File: config.mk
export PLATFORM = sky130hd
export DESIGN_NAME = fir_mac_seq
export DESIGN_NICKNAME = d
export VERILOG_FILES = /design/src/rtl/fir_mac_seq.sv
export SDC_FILE = /design/constraint.sdc
export NUM_CORES = 2
export LEC_CHECK = 0
export BUFFER_PORTS_ARGS = -buffer_cell sky130_fd_sc_hd__buf_2
export CAP_MARGIN = 20
export CORE_MARGIN = 1
export CORE_UTILIZATION = 65
export CTS_BUF_LIST = sky130_fd_sc_hd__clkbuf_4
export CTS_CLUSTER_DIAMETER = 40
export DETAILED_ROUTE_END_ITERATION = 8
export GPL_TIMING_DRIVEN = 0
export MAX_ROUTING_LAYER = met4
export PLACE_DENSITY = 0.85
export SYNTH_ARGS = -nofsm -noshare
export SYNTH_HDL_FRONTEND = slang
export SYNTH_SLANG_ARGS = --single-unit
export TNS_END_PERCENT = 20
File: constraint.sdc
create_clock -name clk -period 25.1 [get_ports clk]
set_input_delay 6.275 -clock clk [delete_from_list [all_inputs] [get_ports clk]]
set_output_delay 6.275 -clock clk [all_outputs]
set_load 0.02 [all_outputs]
File: src/rtl/fir_mac_seq.sv
// Time-multiplexed FIR multiply-accumulate: snapshots N taps on start, then
// accumulates snap[i]*coef[i] over N cycles through one multiplier.
module fir_mac_seq #(
  parameter int N         = 8,
  parameter int ACC_W     = 35,
  parameter int OUT_SHIFT = 15
) (
  input  logic                 clk,
  input  logic                 rst,
  input  logic [16*N-1:0]      taps,
  input  logic                 start,
  input  logic                 coef_we,
  input  logic [$clog2(N)-1:0] coef_addr,
  input  logic [15:0]          coef_data,
  output logic [15:0]          y,
  output logic                 y_valid,
  output logic                 busy,
  output logic                 overrun
);

  localparam int IDX_W = $clog2(N);
  localparam logic signed [ACC_W-1:0] Y_MAX = ACC_W'(32767);
  localparam logic signed [ACC_W-1:0] Y_MIN = ACC_W'(-32768);

  typedef enum logic [1:0] {IDLE, MAC, DONE} state_t;

  state_t                  state, state_next;
  logic signed [15:0]      coef [N];
  logic signed [15:0]      snap [N];
  logic signed [ACC_W-1:0] acc;
  logic [IDX_W-1:0]        idx;
  logic signed [31:0]      snap_sel, coef_sel, prod;
  logic signed [ACC_W-1:0] prod_ext, shifted;
  logic [15:0]             y_sat;
  logic                    last_tap;

  assign snap_sel = 32'(snap[idx]);
  assign coef_sel = 32'(coef[idx]);
  assign prod     = snap_sel * coef_sel;
  assign prod_ext = ACC_W'(prod);
  assign shifted  = acc >>> OUT_SHIFT;
  assign last_tap = (idx == IDX_W'(N - 1));
  assign busy     = (state != IDLE);

  always_comb begin
    // NOTE: default first so every path assigns y_sat; otherwise a latch is inferred.
    y_sat = shifted[15:0];
    if (shifted > Y_MAX)      y_sat = 16'h7FFF;
    else if (shifted < Y_MIN) y_sat = 16'h8000;
  end

  always_ff @(posedge clk or posedge rst) begin
    if (rst) state <= IDLE;
    else     state <= state_next;
  end

  always_comb begin
    state_next = state;
    case (state)
      IDLE:    if (start) state_next = MAC;
      MAC:     if (last_tap) state_next = DONE;
      DONE:    state_next = IDLE;
      default: state_next = IDLE;
    endcase
  end

  always_ff @(posedge clk or posedge rst) begin
    if (rst) begin
      // NOTE: the coefficient and snapshot files need a defined reset value,
      // so they are plain flops, not a RAM that could not be cleared.
      for (int i = 0; i < N; i++) begin
        coef[i] <= '0;
        snap[i] <= '0;
      end
      acc     <= '0;
      idx     <= '0;
      y       <= '0;
      y_valid <= 1'b0;
      overrun <= 1'b0;
    end else begin
      // NOTE: non-blocking so every register here sees pre-edge values.
      y_valid <= 1'b0;
      if (start && state != IDLE) overrun <= 1'b1;
      case (state)
        IDLE: begin
          // The write lands on the start edge too, so it is used by this sample.
          if (coef_we) coef[coef_addr] <= coef_data;
          if (start) begin
            for (int i = 0; i < N; i++) snap[i] <= taps[16*i +: 16];
            acc <= '0;
            idx <= '0;
          end
        end
        MAC: begin
          acc <= acc + prod_ext;
          idx <= idx + 1'b1;
        end
        DONE: begin
          y       <= y_sat;
          y_valid <= 1'b1;
        end
        default: ;
      endcase
    end
  end

endmodule
# Word level (Yosys, flattened, before mapping)
# Index checks and enable logic that the tools add are counted.
[totals]
out_inout_bits = 19
inputBits = 151
ff_bits = 314
[classes]
n_addsub = 2
n_mux = 19
order_cmp = 5
eq_ne = 5
reduce_logical = 9
bitwise = 2
n_mul = 1
[op_table]
columns = ["cell", "n"]
rows = [
  ["$bwmux W128", 1],
  ["$mux W16", 7],
  ["$bmux W16 S3", 2],
  ["$pmux W35 S2", 1],
  ["$demux W16 S3", 1],
  ["$add A35 B32 Y35", 1],
  ["$mux W35", 1],
  ["$mul A16 B16 Y32", 1],
  ["$gt A20 B16 Y1 const B", 1],
  ["$lt A20 B16 Y1 const B", 1],
  ["$ge A4 B4 Y1 const B", 2],
  ["$not A3 Y4", 2],
  ["$reduce_and A2 Y1", 4],
  ["$pmux W3 S2", 1],
  ["$lt A4 B1 Y1 const B", 1],
  ["$mux W2", 2],
  ["$ne A2 B2 Y1 const B", 2],
  ["$pmux W2 S2", 1],
  ["$reduce_bool A2 Y1", 2],
  ["$add A3 B1 Y3 const B", 1],
  ["$eq A3 B3 Y1 const B", 1],
  ["$mux W3", 1],
  ["$eq A2 B1 Y1 const B", 1],
  ["$eq A2 B2 Y1 const B", 1],
  ["3 further kinds", 4],
]

# Depth between registers and ports, before layout
[logic_depth]
ltp_word = 7
mapped_depth = 28
depth_no_buf = 25

# Worst setup path before layout
# OpenSTA, ideal clock, no wires.
[synth_path]
kind = "input to register"
from = "input port start"
to = "register snap[61] in the netlist's numbering"
arrival_ns = 7.550
slack_ns = 17.426
n_path_buf = 3
stages = 5
required_time_ns = 24.975
cell_sequence = "and2_1 -> clkbuf_1 -> clkbuf_1 -> clkbuf_1 -> mux2_2"
[synth_between]
elab_chain_cells = 1
[synth_rtl]
columns = ["element", "line_no", "rtl"]
rows = [
  ["from (decl)", "11", "input logic start,"],
  ["$reduce_and A2 Y1 (no source line)", "-", ""],
  ["to (signal, indexed assignment)", "73", "snap[i] <= '0;"],
  ["to (decl)", "29", "logic signed [15:0] snap [N];"],
]
# Every way passes these cells.
# A chain may end at the register's enable or synchronous reset.

# Final worst setup path
[layout_path]
from = "register idx[1]"
to = "register acc[20]"
[layout_between]
elab_chain_cells = 7
word_cells_on_any_way = 10
classes_between = "add/sub: 1; mul: 1; mux: 7; bitwise: 1"
[layout_rtl]
columns = ["element", "line_no", "rtl"]
rows = [
  ["from (decl)", "31", "logic [IDX_W-1:0] idx;"],
  ["from (signal assigned)", "96", "idx <= idx + 1'b1;"],
  ["$not A3 Y4 (not written as such) (*)", "37, 38", ""],
  ["$bmux W16 S3 (on tied branches)", "37, 38", ""],
  ["$mux W16 (on tied branches) (2 in series)", "37, 38", ""],
  ["$mul A16 B16 Y32 (*)", "39", "assign prod = snap_sel * coef_sel;"],
  ["$add A35 B32 Y35 (*)", "95", "acc <= acc + prod_ext;"],
  ["$pmux W35 S2 (*)", "84", "case (state)"],
  ["to (signal assigned)", "95", ""],
  ["to (decl)", "30", "logic signed [ACC_W-1:0] acc;"],
]
# Every way passes the cells marked *; elsewhere a longest branch is shown, timed or not. The select of a mux whose other input is x is not followed.

==> flow_metrics.env <==
export IMPL_status="finished, final reports clean"
export IMPL_synth_enable_flop_cells=0
export IMPL_final_fill_count=2591
export IMPL_clk_insertion_delay_late_ns=0.82
export IMPL_highest_clock_frequency_the_design_can_meet_mhz=110
export IMPL_initial_core_util=0.660
export IMPL_postCtsSetupRepairBufs=0
export IMPL_cts_tree="done"
export IMPL_critical_path_top_cell_by_count="sky130_fd_sc_hd__fa_1"
export IMPL_drive_above_1_share=0.288
export IMPL_synth_top_cell_by_area="sky130_fd_sc_hd__dfrtp_1"
export IMPL_finalCritPeriodShare=0.361
export IMPL_preCtsSetupSlack_ns=16.20
export IMPL_hold_class="flop to flop"
export IMPL_rr_endpoint="acc[20]"
export IMPL_placement_io_buffers=169
export IMPL_setup_reg_to_reg_worst_slack_ns=16.04
export IMPL_seqCellArea_um2=7860
export IMPL_path_delay_family="adder cells"
export IMPL_clock_skew_ns=0.0904
export IMPL_cts_buffer_depth=3
export IMPL_overall_global_routing_usage=0.381
export IMPL_detailedRoute_firstIterationViolations=1419
export IMPL_critical_path_n_buffers_inverters=7
export IMPL_postSynthNetCount=2698
export IMPL_post_synth_instance_area_um2=24900
export IMPL_end_kind="flop"
export IMPL_dieArea_um2=39000
export IMPL_nets=2958
export IMPL_cp_max_fo=10
export IMPL_ys_warnings_count=0
export IMPL_worstHoldStart="overrun"
export IMPL_cts_hold_repair_buffers=0
export IMPL_die_y_extent_um=198
export IMPL_grt_first_pass_wirelength_um=107000
export IMPL_syn_avg_cell_area_um2=11.7
export IMPL_critical_path_max_stage_delay_ns=0.82
export IMPL_totalNegativeSetupSlack_ns=0
export IMPL_netlist_top_cells_area="sky130_fd_sc_hd__dfrtp_1, sky130_fd_sc_hd__fa_1, sky130_fd_sc_hd__mux2_2"
export IMPL_ys_types=63
export IMPL_setup_viol=0
export IMPL_crit_arrival_ns=9.70
export IMPL_setup_worst_path_class="flop to flop"
export IMPL_synth_ff_type="sky130_fd_sc_hd__dfrtp_1"
export IMPL_post_route_drc_count=0
export IMPL_finalWorstSetupSlack_ns=16.04
export IMPL_number_of_cells_on_the_worst_hold_path=1
export IMPL_area_growth_synth_to_finish_pct=10.6
export IMPL_hpwlAfterDp_um=51900
export IMPL_first_global_vias=19600
export IMPL_synth_top_cell_area_share=0.316
export IMPL_worst_setup_path_start_kind="flop"
export IMPL_antenna_found_initial=9
export IMPL_final_instance_count_excl_fill=2961
export IMPL_synth_ff_latch_count=314
export IMPL_max_slew_headroom=0.213
export IMPL_routed_via_density=5.96
export IMPL_grt_overflow=0
export IMPL_postRouteAntennaNets=0
export IMPL_place_congestion=1.03
export IMPL_grt_max_degree=141
export IMPL_post_route_min_period_ns=9.06
export IMPL_pin_count=170
export IMPL_wire_per_inst_um=22.6
export IMPL_rsz0062_at_grt="no"
export IMPL_dpl_cell_count=2817
export IMPL_die_width_um=198
export IMPL_cts_buffers_inserted=82
export IMPL_post_synth_inst_count=2131
export IMPL_final_max_slew_violation_count=0
export IMPL_worstMarginPinSlew_ns=1.15
export IMPL_rows=71
export IMPL_rr_startpoint="idx[1]"
export IMPL_routed_wl_um=67000
export IMPL_post_route_util=0.730
export IMPL_clock_root_buffer="sky130_fd_sc_hd__clkbuf_4"
export IMPL_synth_async_sr_flop_share=1.00
export IMPL_clock_tree_htree_level_count=3
export IMPL_number_of_maximum_capacitance_constraint_violations=0
export IMPL_r2r_cells=26
export IMPL_dr_pass1_iters=5
export IMPL_multi_input_comb_area_um2=15300
export IMPL_cts_sink_count=314
export IMPL_num_vias=17700
export IMPL_crit_slowest_cell="sky130_fd_sc_hd__mux2i_1"
export IMPL_cts_reportedPaths_clkPinSlew_ns=0.06
export IMPL_final_hold_viol_count=0
export IMPL_post_cts_resized=0
export IMPL_core_area_um2=37700
export IMPL_worst_ep_required_time_ns=25.74
export IMPL_holdPathEnd="overrun"
export IMPL_synth_sequential_area_ratio=0.316
## worst reg2reg max path, cell delays in order (launching register included)
cell	delay, ns
sky130_fd_sc_hd__dfrtp_1	0.43
sky130_fd_sc_hd__buf_2	0.35
sky130_fd_sc_hd__clkbuf_1	0.79
sky130_fd_sc_hd__mux4_2	0.42
sky130_fd_sc_hd__mux2i_1	0.82
sky130_fd_sc_hd__buf_2	0.46
sky130_fd_sc_hd__nor2_1	0.11
sky130_fd_sc_hd__fa_1	0.54
sky130_fd_sc_hd__inv_1	0.05
sky130_fd_sc_hd__fa_1	0.41
sky130_fd_sc_hd__fa_1	0.52
sky130_fd_sc_hd__fa_1	0.58
sky130_fd_sc_hd__inv_1	0.06
sky130_fd_sc_hd__fa_1	0.48
sky130_fd_sc_hd__inv_1	0.05
sky130_fd_sc_hd__fa_1	0.47
sky130_fd_sc_hd__inv_1	0.05
sky130_fd_sc_hd__ha_1	0.34
sky130_fd_sc_hd__a21oi_1	0.17
sky130_fd_sc_hd__nor2_1	0.07
sky130_fd_sc_hd__a211oi_1	0.50
sky130_fd_sc_hd__a21boi_1	0.21
sky130_fd_sc_hd__o21ai_1	0.27
sky130_fd_sc_hd__nor3_1	0.08
sky130_fd_sc_hd__a211oi_1	0.42
sky130_fd_sc_hd__xor2_1	0.21
sky130_fd_sc_hd__o21ai_1	0.08
## worst max path at each step
| stage | start | end | slack, ns | depth (start not counted) |
|---|---|---|---|---|
| after floorplan | rst | acc[0] | 10.14 | 1 |
| after global placement | rst | acc[25] | 7.26 | 2 |
| after detailed placement | idx[1] | acc[20] | 16.20 | 26 |
| after CTS | idx[1] | acc[20] | 16.14 | 26 |
| after global routing | idx[1] | acc[20] | 15.84 | 26 |
| final | idx[1] | acc[20] | 16.04 | 26 |
## final cells by class
cell class / instances / area share
multi-input cells: 1370 / 0.556
clock buffers: 116 / 0.0317
diodes: 10 / 0.000910
plain buffers: 77 / 0.0126
well taps: 511 / 0.0233
inverters: 370 / 0.0508
repair buffers: 176 / 0.0341
clock inverters: 17 / 0.00546
flip-flops and latches: 314 / 0.286
## Yosys cell counts (2+ instances only)
| library cell | number |
|---|---|
| sky130_fd_sc_hd__mux4_2 | 64 |
| sky130_fd_sc_hd__nor3_1 | 7 |
| sky130_fd_sc_hd__xor2_1 | 13 |
| sky130_fd_sc_hd__a32o_1 | 2 |
| sky130_fd_sc_hd__o22ai_1 | 11 |
| sky130_fd_sc_hd__clkbuf_1 | 42 |
| sky130_fd_sc_hd__o31ai_1 | 2 |
| sky130_fd_sc_hd__buf_4 | 2 |
| sky130_fd_sc_hd__mux2_2 | 280 |
| sky130_fd_sc_hd__nand4_1 | 3 |
| sky130_fd_sc_hd__or3_1 | 2 |
| sky130_fd_sc_hd__ha_1 | 106 |
| sky130_fd_sc_hd__o21ai_1 | 18 |
| sky130_fd_sc_hd__buf_2 | 29 |
| sky130_fd_sc_hd__or2_2 | 2 |
| sky130_fd_sc_hd__o21ai_0 | 32 |
| sky130_fd_sc_hd__a21oi_2 | 5 |
| sky130_fd_sc_hd__and3_1 | 9 |
| sky130_fd_sc_hd__a211oi_1 | 4 |
| sky130_fd_sc_hd__nand2b_1 | 8 |
| sky130_fd_sc_hd__mux2i_1 | 25 |
| sky130_fd_sc_hd__o32ai_1 | 2 |
| sky130_fd_sc_hd__buf_1 | 2 |
| sky130_fd_sc_hd__o21bai_1 | 5 |
| sky130_fd_sc_hd__nand3_1 | 5 |
| sky130_fd_sc_hd__fa_1 | 310 |
| sky130_fd_sc_hd__xnor2_1 | 17 |
| sky130_fd_sc_hd__a21o_1 | 12 |
| sky130_fd_sc_hd__and2_1 | 6 |
| sky130_fd_sc_hd__nor2_2 | 2 |
| sky130_fd_sc_hd__dfrtp_1 | 314 |
| sky130_fd_sc_hd__nor2b_1 | 5 |
| sky130_fd_sc_hd__nor2_1 | 151 |
| sky130_fd_sc_hd__a21oi_1 | 33 |
| sky130_fd_sc_hd__nand2_1 | 205 |
| sky130_fd_sc_hd__inv_1 | 369 |
## logic make-up (layout without fill, tap and decap cells)
logic type / after synthesis / in the layout / synth area share
adder cells (fa/ha/maj): 416 / 416 / 0.303
multiplexers: 371 / 371 / 0.196
AO/OA/AOI/OAI: 140 / 140 / 0.0358
flip-flops: 314 / 314 / 0.316
other: 0 / 10 / 0
XOR/XNOR: 31 / 31 / 0.0112
buffers and inverters: 447 / 756 / 0.0697
AND/OR/NAND/NOR: 412 / 412 / 0.0681
## metrics by stage
step	hold slack, ns	instance area (µm²)
6_report	0.457	27500
5_1_grt	0.474	27500
4_1_cts	0.461	27500
3_5_place_dp	0.448	26400
3_3_place_gp	0.433	26400
2_1_floorplan	0.456	24900
## cells in the final DEF, fill, tap and decap left out, types with 13 or more instances in the layout
cell type,n
sky130_fd_sc_hd__inv_1,368
sky130_fd_sc_hd__dfrtp_1,314
sky130_fd_sc_hd__fa_1,310
sky130_fd_sc_hd__mux2_2,280
sky130_fd_sc_hd__nand2_1,205
sky130_fd_sc_hd__buf_2,198
sky130_fd_sc_hd__nor2_1,151
sky130_fd_sc_hd__clkbuf_4,116
sky130_fd_sc_hd__ha_1,106
sky130_fd_sc_hd__mux4_2,64
sky130_fd_sc_hd__clkbuf_1,42
sky130_fd_sc_hd__a21oi_1,33
sky130_fd_sc_hd__o21ai_0,32
sky130_fd_sc_hd__mux2i_1,25
sky130_fd_sc_hd__o21ai_1,18
sky130_fd_sc_hd__xnor2_1,17
sky130_fd_sc_hd__xor2_1,13
## sequential cells by signal (all words and copies together), names as in the netlist
signal / cells
coef: 128
snap: 128
acc: 35
y: 16
idx: 3
state: 2
overrun: 1
y_valid: 1
## metal layers
layer  up-vias  track usage  routed length (µm)
li1       7437            -                   -
met5         -            -                   0
met1      9141        0.467               25600
met4         0        0.185                3250
met2       844        0.606               32600
met3       229       0.0801                5540
Power is left out: the tool's default activity adds up to more than one toggle a clock period on the data nets, which glitch-free logic cannot reach.
